--- src/rtl/mem_access_pkg.sv ---
// Shared types and helpers for the MEM-stage load/store front-end.
package mem_access_pkg;

  localparam int unsigned NumLanes = 4;

  typedef enum logic [1:0] {
    SZ_BYTE = 2'b00,
    SZ_HALF = 2'b01,
    SZ_WORD = 2'b10,
    SZ_RSVD = 2'b11
  } size_e;

  typedef enum logic [1:0] {
    IDLE,
    LD_WAIT,
    LD_RESP
  } state_e;

  // Reserved size never counts as aligned.
  function automatic logic is_aligned(logic [1:0] size, logic [1:0] off);
    case (size)
      SZ_BYTE: return 1'b1;
      SZ_HALF: return ~off[0];
      SZ_WORD: return off == 2'b00;
      default: return 1'b0;
    endcase
  endfunction

endpackage

--- src/rtl/load_extract.sv ---
// Selects the addressed byte/halfword of a read word and sign- or zero-extends it.
module load_extract
  import mem_access_pkg::*;
(
  input  logic [31:0] rdata,
  input  logic [1:0]  offset,
  input  logic [1:0]  size,
  input  logic        is_unsigned,
  output logic [31:0] result
);

  logic [31:0] lane;

  always_comb begin
    lane = rdata >> {offset, 3'b000};
    case (size)
      SZ_BYTE: result = {{24{~is_unsigned & lane[7]}}, lane[7:0]};
      SZ_HALF: result = {{16{~is_unsigned & lane[15]}}, lane[15:0]};
      default: result = rdata;
    endcase
  end

endmodule

--- src/rtl/mem_access_unit.sv ---
// Load/store front-end: alignment check, byte-lane memory drive, and load
// result capture with 2-cycle accept-to-result latency.
module mem_access_unit
  import mem_access_pkg::*;
#(
  parameter int unsigned AW   = 32,
  parameter int unsigned DW   = 32,
  parameter int unsigned IDXW = 13
) (
  input  logic            clk,
  input  logic            rst_n,
  input  logic            flush,
  input  logic            req_valid,
  output logic            req_ready,
  input  logic            req_we,
  input  logic [1:0]      req_size,
  input  logic            req_unsigned,
  input  logic [AW-1:0]   req_addr,
  input  logic [DW-1:0]   req_wdata,
  output logic [IDXW-1:0] mem_idx,
  output logic [3:0]      mem_byte_en,
  output logic [DW-1:0]   mem_wdata,
  input  logic [DW-1:0]   mem_rdata,
  output logic            resp_valid,
  output logic [DW-1:0]   resp_rdata,
  output logic            store_done,
  output logic            misalign_err
);

  state_e          state_q;
  logic [IDXW-1:0] idx_q;
  logic [1:0]      off_q;
  logic [1:0]      size_q;
  logic            uns_q;

  logic            accept;
  logic            aligned;
  logic [3:0]      be;
  logic [DW-1:0]   wdata_rep;
  logic [DW-1:0]   ld_result;
  logic            unused_addr;

  // Address range is not checked; bits above the word index are dropped.
  assign unused_addr = ^req_addr[AW-1:IDXW+2];

  assign req_ready = (state_q != LD_WAIT) & ~flush;
  assign accept    = req_valid & req_ready;
  assign aligned   = is_aligned(req_size, req_addr[1:0]);

  always_comb begin
    be        = 4'b1111;
    wdata_rep = req_wdata;
    case (req_size)
      SZ_BYTE: begin
        be        = 4'b0001 << req_addr[1:0];
        wdata_rep = {NumLanes{req_wdata[7:0]}};
      end
      SZ_HALF: begin
        be        = 4'b0011 << req_addr[1:0];
        wdata_rep = {(NumLanes / 2){req_wdata[15:0]}};
      end
      default: ;
    endcase
  end

  assign mem_idx     = accept ? req_addr[IDXW+1:2] : idx_q;
  assign mem_byte_en = (accept & aligned & req_we) ? be : 4'b0000;
  assign mem_wdata   = accept ? wdata_rep : '0;

  load_extract u_load_extract (
    .rdata       (mem_rdata),
    .offset      (off_q),
    .size        (size_q),
    .is_unsigned (uns_q),
    .result      (ld_result)
  );

  always_ff @(posedge clk or negedge rst_n) begin
    if (!rst_n) begin
      state_q      <= IDLE;
      idx_q        <= '0;
      off_q        <= '0;
      size_q       <= '0;
      uns_q        <= 1'b0;
      resp_valid   <= 1'b0;
      resp_rdata   <= '0;
      store_done   <= 1'b0;
      misalign_err <= 1'b0;
    end else begin
      resp_valid   <= 1'b0;
      store_done   <= 1'b0;
      misalign_err <= 1'b0;
      case (state_q)
        LD_WAIT: begin
          // Flush wins over completion of the outstanding load.
          if (flush) begin
            state_q <= IDLE;
          end else begin
            resp_rdata <= ld_result;
            resp_valid <= 1'b1;
            state_q    <= LD_RESP;
          end
        end
        default: begin
          state_q <= IDLE;
          if (accept) begin
            if (!aligned) begin
              misalign_err <= 1'b1;
            end else if (req_we) begin
              store_done <= 1'b1;
            end else begin
              idx_q   <= req_addr[IDXW+1:2];
              off_q   <= req_addr[1:0];
              size_q  <= req_size;
              uns_q   <= req_unsigned;
              state_q <= LD_WAIT;
            end
          end
        end
      endcase
    end
  end

endmodule

--- config.mk ---
export PLATFORM = sky130hd
export DESIGN_NAME = mem_access_unit
export DESIGN_NICKNAME = d
export VERILOG_FILES = /design/src/rtl/mem_access_pkg.sv /design/src/rtl/load_extract.sv /design/src/rtl/mem_access_unit.sv
export SDC_FILE = /design/constraint.sdc
export NUM_CORES = 1
export LEC_CHECK = 0
export CORE_ASPECT_RATIO = 0.5
export CORE_MARGIN = 3
export CORE_UTILIZATION = 25
export DETAILED_ROUTE_END_ITERATION = 16
export PLACE_DENSITY = 0.54
export SLEW_MARGIN = 20
export SYNTH_ARGS = -nofsm -noshare
export SYNTH_HDL_FRONTEND = slang
export SYNTH_SLANG_ARGS = --single-unit
--- constraint.sdc ---
create_clock -name clk -period 2.9 [get_ports clk]
set_input_delay 0.29 -clock clk [delete_from_list [all_inputs] [get_ports clk]]
set_output_delay 0.29 -clock clk [all_outputs]
set_load 0.01 [all_outputs]
* Yosys cells after proc, flatten, opt, wreduce, memory -nomap -nowiden
Index checks and enable logic that the tools add are counted.
** Operators by class
- Equal/unequal tests :: 5
- Shift-type cells :: 3
- Multiplexer cells :: 21
- Bitwise operators :: 11
- Reduce and logical (&&, ||, !) cells :: 5
** Operator list (count)
- 32-bit one-hot mux with 2 select lines :: 2
- 32-bit 2-to-1 mux :: 1
- 32-bit by 5-bit >> shifter with 16-bit output :: 1
- 13-bit 2-to-1 mux :: 1
- 1-bit 2-to-1 mux :: 12
- 4-bit one-hot mux with 2 select lines :: 1
- 1-bit AND :: 6
- 2-bit by 1-bit == test with 1-bit output, second input constant :: 3
- 2-bit zero test :: 3
- 1-bit NOT :: 5
- 2-bit 2-to-1 mux :: 2
- 4-bit 2-to-1 mux :: 1
- 4-bit AND reduction :: 1
- 1-bit by 2-bit << shifter with 4-bit output, first input constant :: 1
- 2-bit by 2-bit << shifter with 4-bit output, first input constant :: 1
- 1-bit one-hot mux with 3 select lines :: 1
- 2-bit == test, second input constant :: 1
- 2-bit by 1-bit inequality test with 1-bit output, second input constant :: 1
- 2-bit AND reduction :: 1
** Storage, ports and cells
- Bits in registers :: 55
- Output and inout port bits :: 85
- Logic and storage cells :: 54

* Depth between registers and ports, before layout
Gate-level depths: netlist of the first run.
- Depth after elaboration :: 6
- Gate-level depth with buffers :: 6

* By module
From an unflattened synthesis of the first run, not the netlist that was laid out.
** Second synthesis, totals
- Cell total of the unflattened synthesis :: 354
- Area, all modules :: 3582.2 µm²
** By module, submodules not included
- mem_access_unit :: times used 1, cells each 241, area an instance 2841.5 µm², seq. area each 1351.3 µm²
- load_extract :: times used 1, cells each 113, area an instance 740.7 µm², seq. area each 0.0 µm²

* Worst setup path after synthesis of the first run
Ideal clock, no wire load.
- Path kind :: register -> output
- Start point :: reg, netlist name resp_valid
- End point :: out mem_wdata[22]
- Arrival time :: 1380 ps
- Data required time :: 2610 ps
- Setup slack :: 1230 ps
- Stages on the path, launching flop included :: 6
- Cell sequence :: dfrtp_1 nand2b_1 nand3_1 clkbuf_1 clkbuf_1 nor2_1
** RTL lines
- end, declared :: RTL line mem_access_unit.sv:22 : output logic [DW-1:0] mem_wdata,

* Worst setup path after layout of the first run
- Start point :: in req_size[0]
- End point :: out mem_byte_en[2]
** Between the ends
- Cells in the longest elaborated chain, start to end :: 5
- Elaborated cells on any way between the ends :: 8
** Ends and longest elaborated chain
- start, declared :: RTL line mem_access_unit.sv:16 : input logic [1:0] req_size,
- 2-bit == test, or another cell as far along :: RTL line mem_access_pkg.sv:21 : case (size)
- 1-bit one-hot mux with 3 select lines :: RTL line mem_access_pkg.sv:21
- 1-bit AND (2 in a row) :: RTL line mem_access_unit.sv:67 : assign mem_byte_en = (accept & aligned & req_we) ? be : 4'b0000;
- 4-bit 2-to-1 mux * :: RTL line mem_access_unit.sv:67
- end, declared :: RTL line mem_access_unit.sv:21 : output logic [3:0] mem_byte_en,
Every way passes the cells marked *; elsewhere a longest branch is shown, timed or not.

==> results of run 1 <==
## through the flow
step	hold WS (ns)	setup slack [ns]	instances
floorplan	-0.00559	1.23	402
global placement	0.467	0.329	723
detailed placement	0.473	0.347	723
CTS	0.158	0.336	731
global route	0.184	0.163	731
finish	0.116	0.351	731
## critical path, stage by stage
cell	delay, ns
clkdlybuf4s50_1	0.58
o21a_1	0.26
o22ai_2	0.15
and3_1	0.28
o21a_1	0.15
clkdlybuf4s50_1	0.55
## sequential cells by signal, indices dropped and copies added (netlist names)
name / count
idx_q: 13
misalign_err: 1
off_q: 2
resp_rdata: 32
resp_valid: 1
size_q: 2
state_q: 1
store_done: 1
uns_q: 1
## layout by cell type (no fill, tap or decap), types with 3 or more instances in the layout
cell type / instances
o21a_1: 6
clkdlybuf4s50_1: 170
mux2_2: 9
mux2i_1: 28
o22ai_1: 7
a21oi_1: 25
o21ai_0: 23
dfrtp_1: 54
nand2b_1: 3
and2_1: 9
buf_4: 12
mux2_4: 9
a21o_1: 7
nor2_1: 47
clkbuf_16: 5
a2bb2oi_1: 8
nand2_1: 87
nand3_1: 33
## how the worst max path moves through the flow
stage / end / slack, ns / depth (start not counted)
2_1_floorplan: mem_wdata[22] / 1.23 / 5
3_3_place_gp: mem_wdata[8] / 0.33 / 6
3_5_place_dp: mem_byte_en[2] / 0.35 / 6
4_1_cts: mem_byte_en[2] / 0.34 / 6
5_1_grt: mem_wdata[14] / 0.16 / 6
6_report: mem_byte_en[2] / 0.35 / 6
## synthesized netlist by cell type
cell type | instances | area share, %
nand4_2 | 1 | 0.37
buf_6 | 2 | 0.67
inv_1 | 1 | 0.11
buf_4 | 1 | 0.22
and3_1 | 2 | 0.37
o21a_1 | 6 | 1.3
o22ai_2 | 1 | 0.37
or3b_1 | 1 | 0.26
buf_12 | 1 | 0.60
a21o_1 | 7 | 1.6
nor3_2 | 1 | 0.30
nand2_1 | 87 | 9.8
inv_2 | 1 | 0.11
a2bb2oi_1 | 8 | 2.1
buf_2 | 7 | 1.0
dfrtp_1 | 54 | 40
mux2_4 | 9 | 4.0
o211ai_1 | 1 | 0.22
nand2b_1 | 3 | 0.56
nand3b_1 | 2 | 0.45
o22ai_1 | 7 | 1.3
nor3_1 | 1 | 0.15
nand3_1 | 33 | 4.9
mux2i_1 | 28 | 8.4
and2_1 | 9 | 1.7
mux2_2 | 9 | 3.0
nor2b_1 | 2 | 0.37
clkbuf_1 | 17 | 1.9
o21ai_0 | 23 | 3.4
nor2_1 | 47 | 5.3
buf_1 | 4 | 0.45
a21oi_1 | 25 | 3.7
nor3b_2 | 1 | 0.37
## logic make-up after synthesis
group	Yosys count	share of synthesized area [%]
buf+inv	34	5.13
simple gates	190	24.9
flops	54	40.4
compound gates	78	14.1
mux	46	15.5
## cell type report
cell class                      instances  area [µm²]  share of cell area (%)
Multi-Input combinational cell        314        1830                    34.0
Timing Repair Buffer                  183        1800                    33.4
Sequential cell                        54        1350                    25.2
Tap cell                              170         213                    3.96
Clock buffer                            6         139                    2.58
Clock inverter                          2        38.8                   0.722
Inverter                                2        7.51                   0.140
## layer usage
metal,share of wire [%],routed length [µm],track usage [%]
met5,0,0,0
met4,0.84,97,2.37
met1,46,5250,19.9
met2,47,5460,25.9
met3,6.1,696,3.83
## power by group
group	switching (µW)	internal, µW	total, µW	leakage, µW
sequential	197	985	1180	0.000672
clock	287	435	722	0.0000875
combinational	579	798	1380	0.00161
==> qor.yml, run 1 <==
floorplanning:
  rows: 29
  core_area_um2: 12900
  die_x_um: 170
  initial_utilization_pct: 26.0
  ioPinCount: 189
  die-area_um2: 14900
  fp.dieH_um: 87.8
worst_setup_path:
  crit_start: "req_size[0]"
  worstPathArrival_ns: 2.26
  critPathLaunchType: "input port"
  path_max_fanout: 8
  endpoint_kind: "primary output"
  reg2reg_slack_ns: 0.92
  rr_startpoint: "off_q[1]"
  crit_required_ns: 2.61
  crit-reg2reg-capture: "resp_rdata[24]"
  reg2regPathDepth: 4
  crit_type: "input port to primary output"
global_routing:
  grtUsageTotal_pct: 15.1
  antenna_found_initial: 0
  overflow: 0
  grt_start_max_net_pins: 40
  grt_first_pass_wirelength_um: 18000
  grt_pass1_vias: 3315
clock_network:
  htreeDepth: 2
  clk_path_buf_depth: 2
  ctsHoldBuffers: 0
  clock_sinks: 54
  clockRootBuffer: "clkbuf_16"
  clk_latency_ns: 0.29
  post_cts_buffers: 0
  path_clk_slew_ns: 0.07
  cts_resized: 0
  cts_tree: "yes"
  numCtsBuffers: 5
sta:
  relSlewSlack_pct: 40.2
  timing.final.crit_period_ns: 2.55
  maxSlewViolCount: 0
  finClkSkew_ns: 0.00770
  setup_violations: 0
  fmax_mhz: 392
  rsz0062_at_grt: "false"
  setup_tns_ns: 0
  worst-slew-pin-transition_ns: 0.897
  hold_viol: 0
  post-route-period-util_pct: 87.9
run_status:
  outcome: "completed"
logic_synthesis:
  ys_seq_area_share_pct: 40.4
  syn_avg_cell_area_um2: 8.32
  syn_nets: 506
  yosysWarnings: 0
  synth.ff_latch_count: 54
  postSynthCellCount: 402
  synth_cell_types: 33
  netlist_area_um2: 3340
route:
  num_vias: 3369
  first_pass_iters: 4
  via_per_inst: 4.61
  post-route-drc-count: 0
  drt-total-wl_um: 11500
  wl_per_cell_um: 15.7
  ant_nets: 0
  drt_iter0_drc: 184
place:
  hpwl_um: 8530
  finalWeightedCongestion: 0.807
  dpl_cell_area_um2: 5190
  port-buffer-count: 171
final_layout:
  final_util_pct: 41.7
  drive_above_1_share_pct: 7.84
  antennaDiodeCount: 0
  area_growth_pct: 60.7
  final_area_um2: 5370
  num-nets-final: 664
  fill_cells: 1310
power:
  leakage_uw: 0.00237
  powerDensity_nw_per_um2: 611
  total_power_uw: 3280
  ir_worst_vdd_mv: 0.240
job:
  max_cap_viol_count: 0
worst_hold_path:
  hold_class: "input port to asynchronous set/reset pin"
Power figures use the tool's default switching activity.
==> run 2, diff against run 1 <==
- SETUP_SLACK_MARGIN: default -> 0.2
==> run 2 against run 1 <==
Compared with the run above:
- die area is the same
- critical path type unchanged
- clock skew is essentially flat
- register-to-register slack is essentially flat
- clock power is essentially flat
- sequential share of layout area is essentially flat
==> qor.yml, run 2 (synthesis results as in run 1) <==
route:
  ant_nets: 0
  wl_per_cell_um: 15.7
  met3_length_um: 729
  top_layer: "met4"
  met2_length_um: 5490
  post-route-drc-count: 0
  via_per_inst: 4.61
  num_vias: 3373
  drt-total-wl_um: 11500
  drt_iter0_drc: 185
  first_pass_iters: 4
  wl_met1_um: 5190
worst_setup_path:
  critPathLaunchType: "input port"
  rr_startpoint: "off_q[1]"
  reg2reg_slack_ns: 0.92
  crit-reg2reg-capture: "resp_rdata[24]"
  endpoint_kind: "primary output"
  endpoint: "mem_byte_en[2]"
  crit_start: "req_size[0]"
  crit_required_ns: 2.61
  path_max_fanout: 8
  reg2regPathDepth: 4
  crit_type: "input port to primary output"
  worstPathArrival_ns: 2.27
floorplanning:
  die_x_um: 170
  die-area_um2: 14900
  ioPinCount: 189
  rows: 29
  initial_utilization_pct: 26.0
  core_area_um2: 12900
  fp.dieH_um: 87.8
sta:
  rsz0062_at_grt: "true"
  relSlewSlack_pct: 39.8
  timing.final.crit_period_ns: 2.56
  timing.hold.ws_ns: 0.119
  setup_violations: 0
  finClkSkew_ns: 0.00782
  fmax_mhz: 391
  hold_viol: 0
  setup_tns_ns: 0
  maxSlewViolCount: 0
  post-route-period-util_pct: 88.3
  worst-slew-pin-transition_ns: 0.903
clock_network:
  clk_latency_ns: 0.29
  numCtsBuffers: 5
  ctsHoldBuffers: 0
  htreeDepth: 2
  cts_tree: "yes"
  clockRootBuffer: "clkbuf_16"
  post_cts_buffers: 0
  clock_sinks: 54
  path_clk_slew_ns: 0.08
  clk_path_buf_depth: 2
place:
  hpwl_um: 8530
  finalWeightedCongestion: 0.807
  port-buffer-count: 171
final_layout:
  top_register: "resp_rdata"
  final_common_cell: "clkdlybuf4s50_1"
  drive_above_1_share_pct: 8.02
  top_regs: "resp_rdata: 32 flops, idx_q: 13 flops"
  area_growth_pct: 60.8
  num-nets-final: 664
  seqCellArea_um2: 1350
  multi_input_area_um2: 1830
  antennaDiodeCount: 0
  final_util_pct: 41.7
  fill_cells: 1309
  largest_reg_flops: 32
  final_cell_mix: "clkdlybuf4s50_1, nand2_1, dfrtp_1, nor2_1, nand3_1"
global_routing:
  overflow: 0
  grtUsageTotal_pct: 15.1
  antenna_found_initial: 0
  grt_pass1_vias: 3315
  grt_first_pass_wirelength_um: 18000
  grt_start_max_net_pins: 40
run_status:
  outcome: "completed"
power:
  leakage_uw: 0.00237
  ir_worst_vdd_mv: 0.241
  powerDensity_nw_per_um2: 610
job:
  max_cap_viol_count: 0
worst_hold_path:
  hold_class: "input port to asynchronous set/reset pin"
## run 2: how the worst min path moves through the flow
stage	startpoint	endpoint	slack [ns]	depth (start not counted)
after global routing	rst_n	resp_rdata[26]	0.18	1
after global placement	resp_rdata[1]	resp_rdata[1]	0.47	2
final	rst_n	resp_rdata[24]	0.12	1
after CTS	rst_n	resp_rdata[24]	0.16	1
after floorplan	rst_n	idx_q[0]	-0.006	0
after detailed placement	resp_rdata[3]	resp_rdata[3]	0.47	2
## run 2: layer usage
| layer | GRT usage (%) | up-vias |
|---|---|---|
| li1 | - | 1684 |
| met1 | 19.9 | 1578 |
| met2 | 25.9 | 102 |
| met3 | 3.83 | 9 |
| met4 | 2.37 | 0 |
| met5 | 0 | - |
## run 2: area by class of cell
cell class	instances	area share, %
Multi-Input combinational cell	314	34.0
Timing Repair Buffer	183	33.4
Sequential cell	54	25.1
Tap cell	170	3.96
Clock buffer	6	2.58
Clock inverter	2	0.722
Inverter	2	0.140
## run 2: per-stage QoR
| step | cell area [µm²] | std cells | total power, µW | worst slack [ns] |
|---|---|---|---|---|
| 2_1_floorplan | 3340 | 402 | 1830 | 1.23 |
| 3_3_place_gp | 5190 | 723 | 2580 | 0.329 |
| 3_5_place_dp | 5190 | 723 | 2590 | 0.347 |
| 6_report | 5380 | 731 | 3280 | 0.339 |
| 5_1_grt | 5380 | 731 | 3520 | 0.186 |
| 4_1_cts | 5370 | 731 | 3330 | 0.336 |
## run 2: power by group
group | leakage (µW) | switching [µW] | internal, µW
Clock | 0.0000875 | 288 | 435
Combinational | 0.00161 | 579 | 798
Sequential | 0.000672 | 197 | 985
Total | 0.00237 | 1060 | 2220
## run 2: worst max-delay path, cell delays in order
cell and delay, ns:
clkdlybuf4s50_1 0.59, o21a_1 0.26, o22ai_2 0.15, and3_1 0.28, o21a_1 0.15, clkdlybuf4s50_1 0.55
## run 2: timing repair
item / CTS / global route
gates resized for setup: 0 / 1
setup endpoints to repair: 0 / 2
endpoints found under the hold margin: 0 / 0
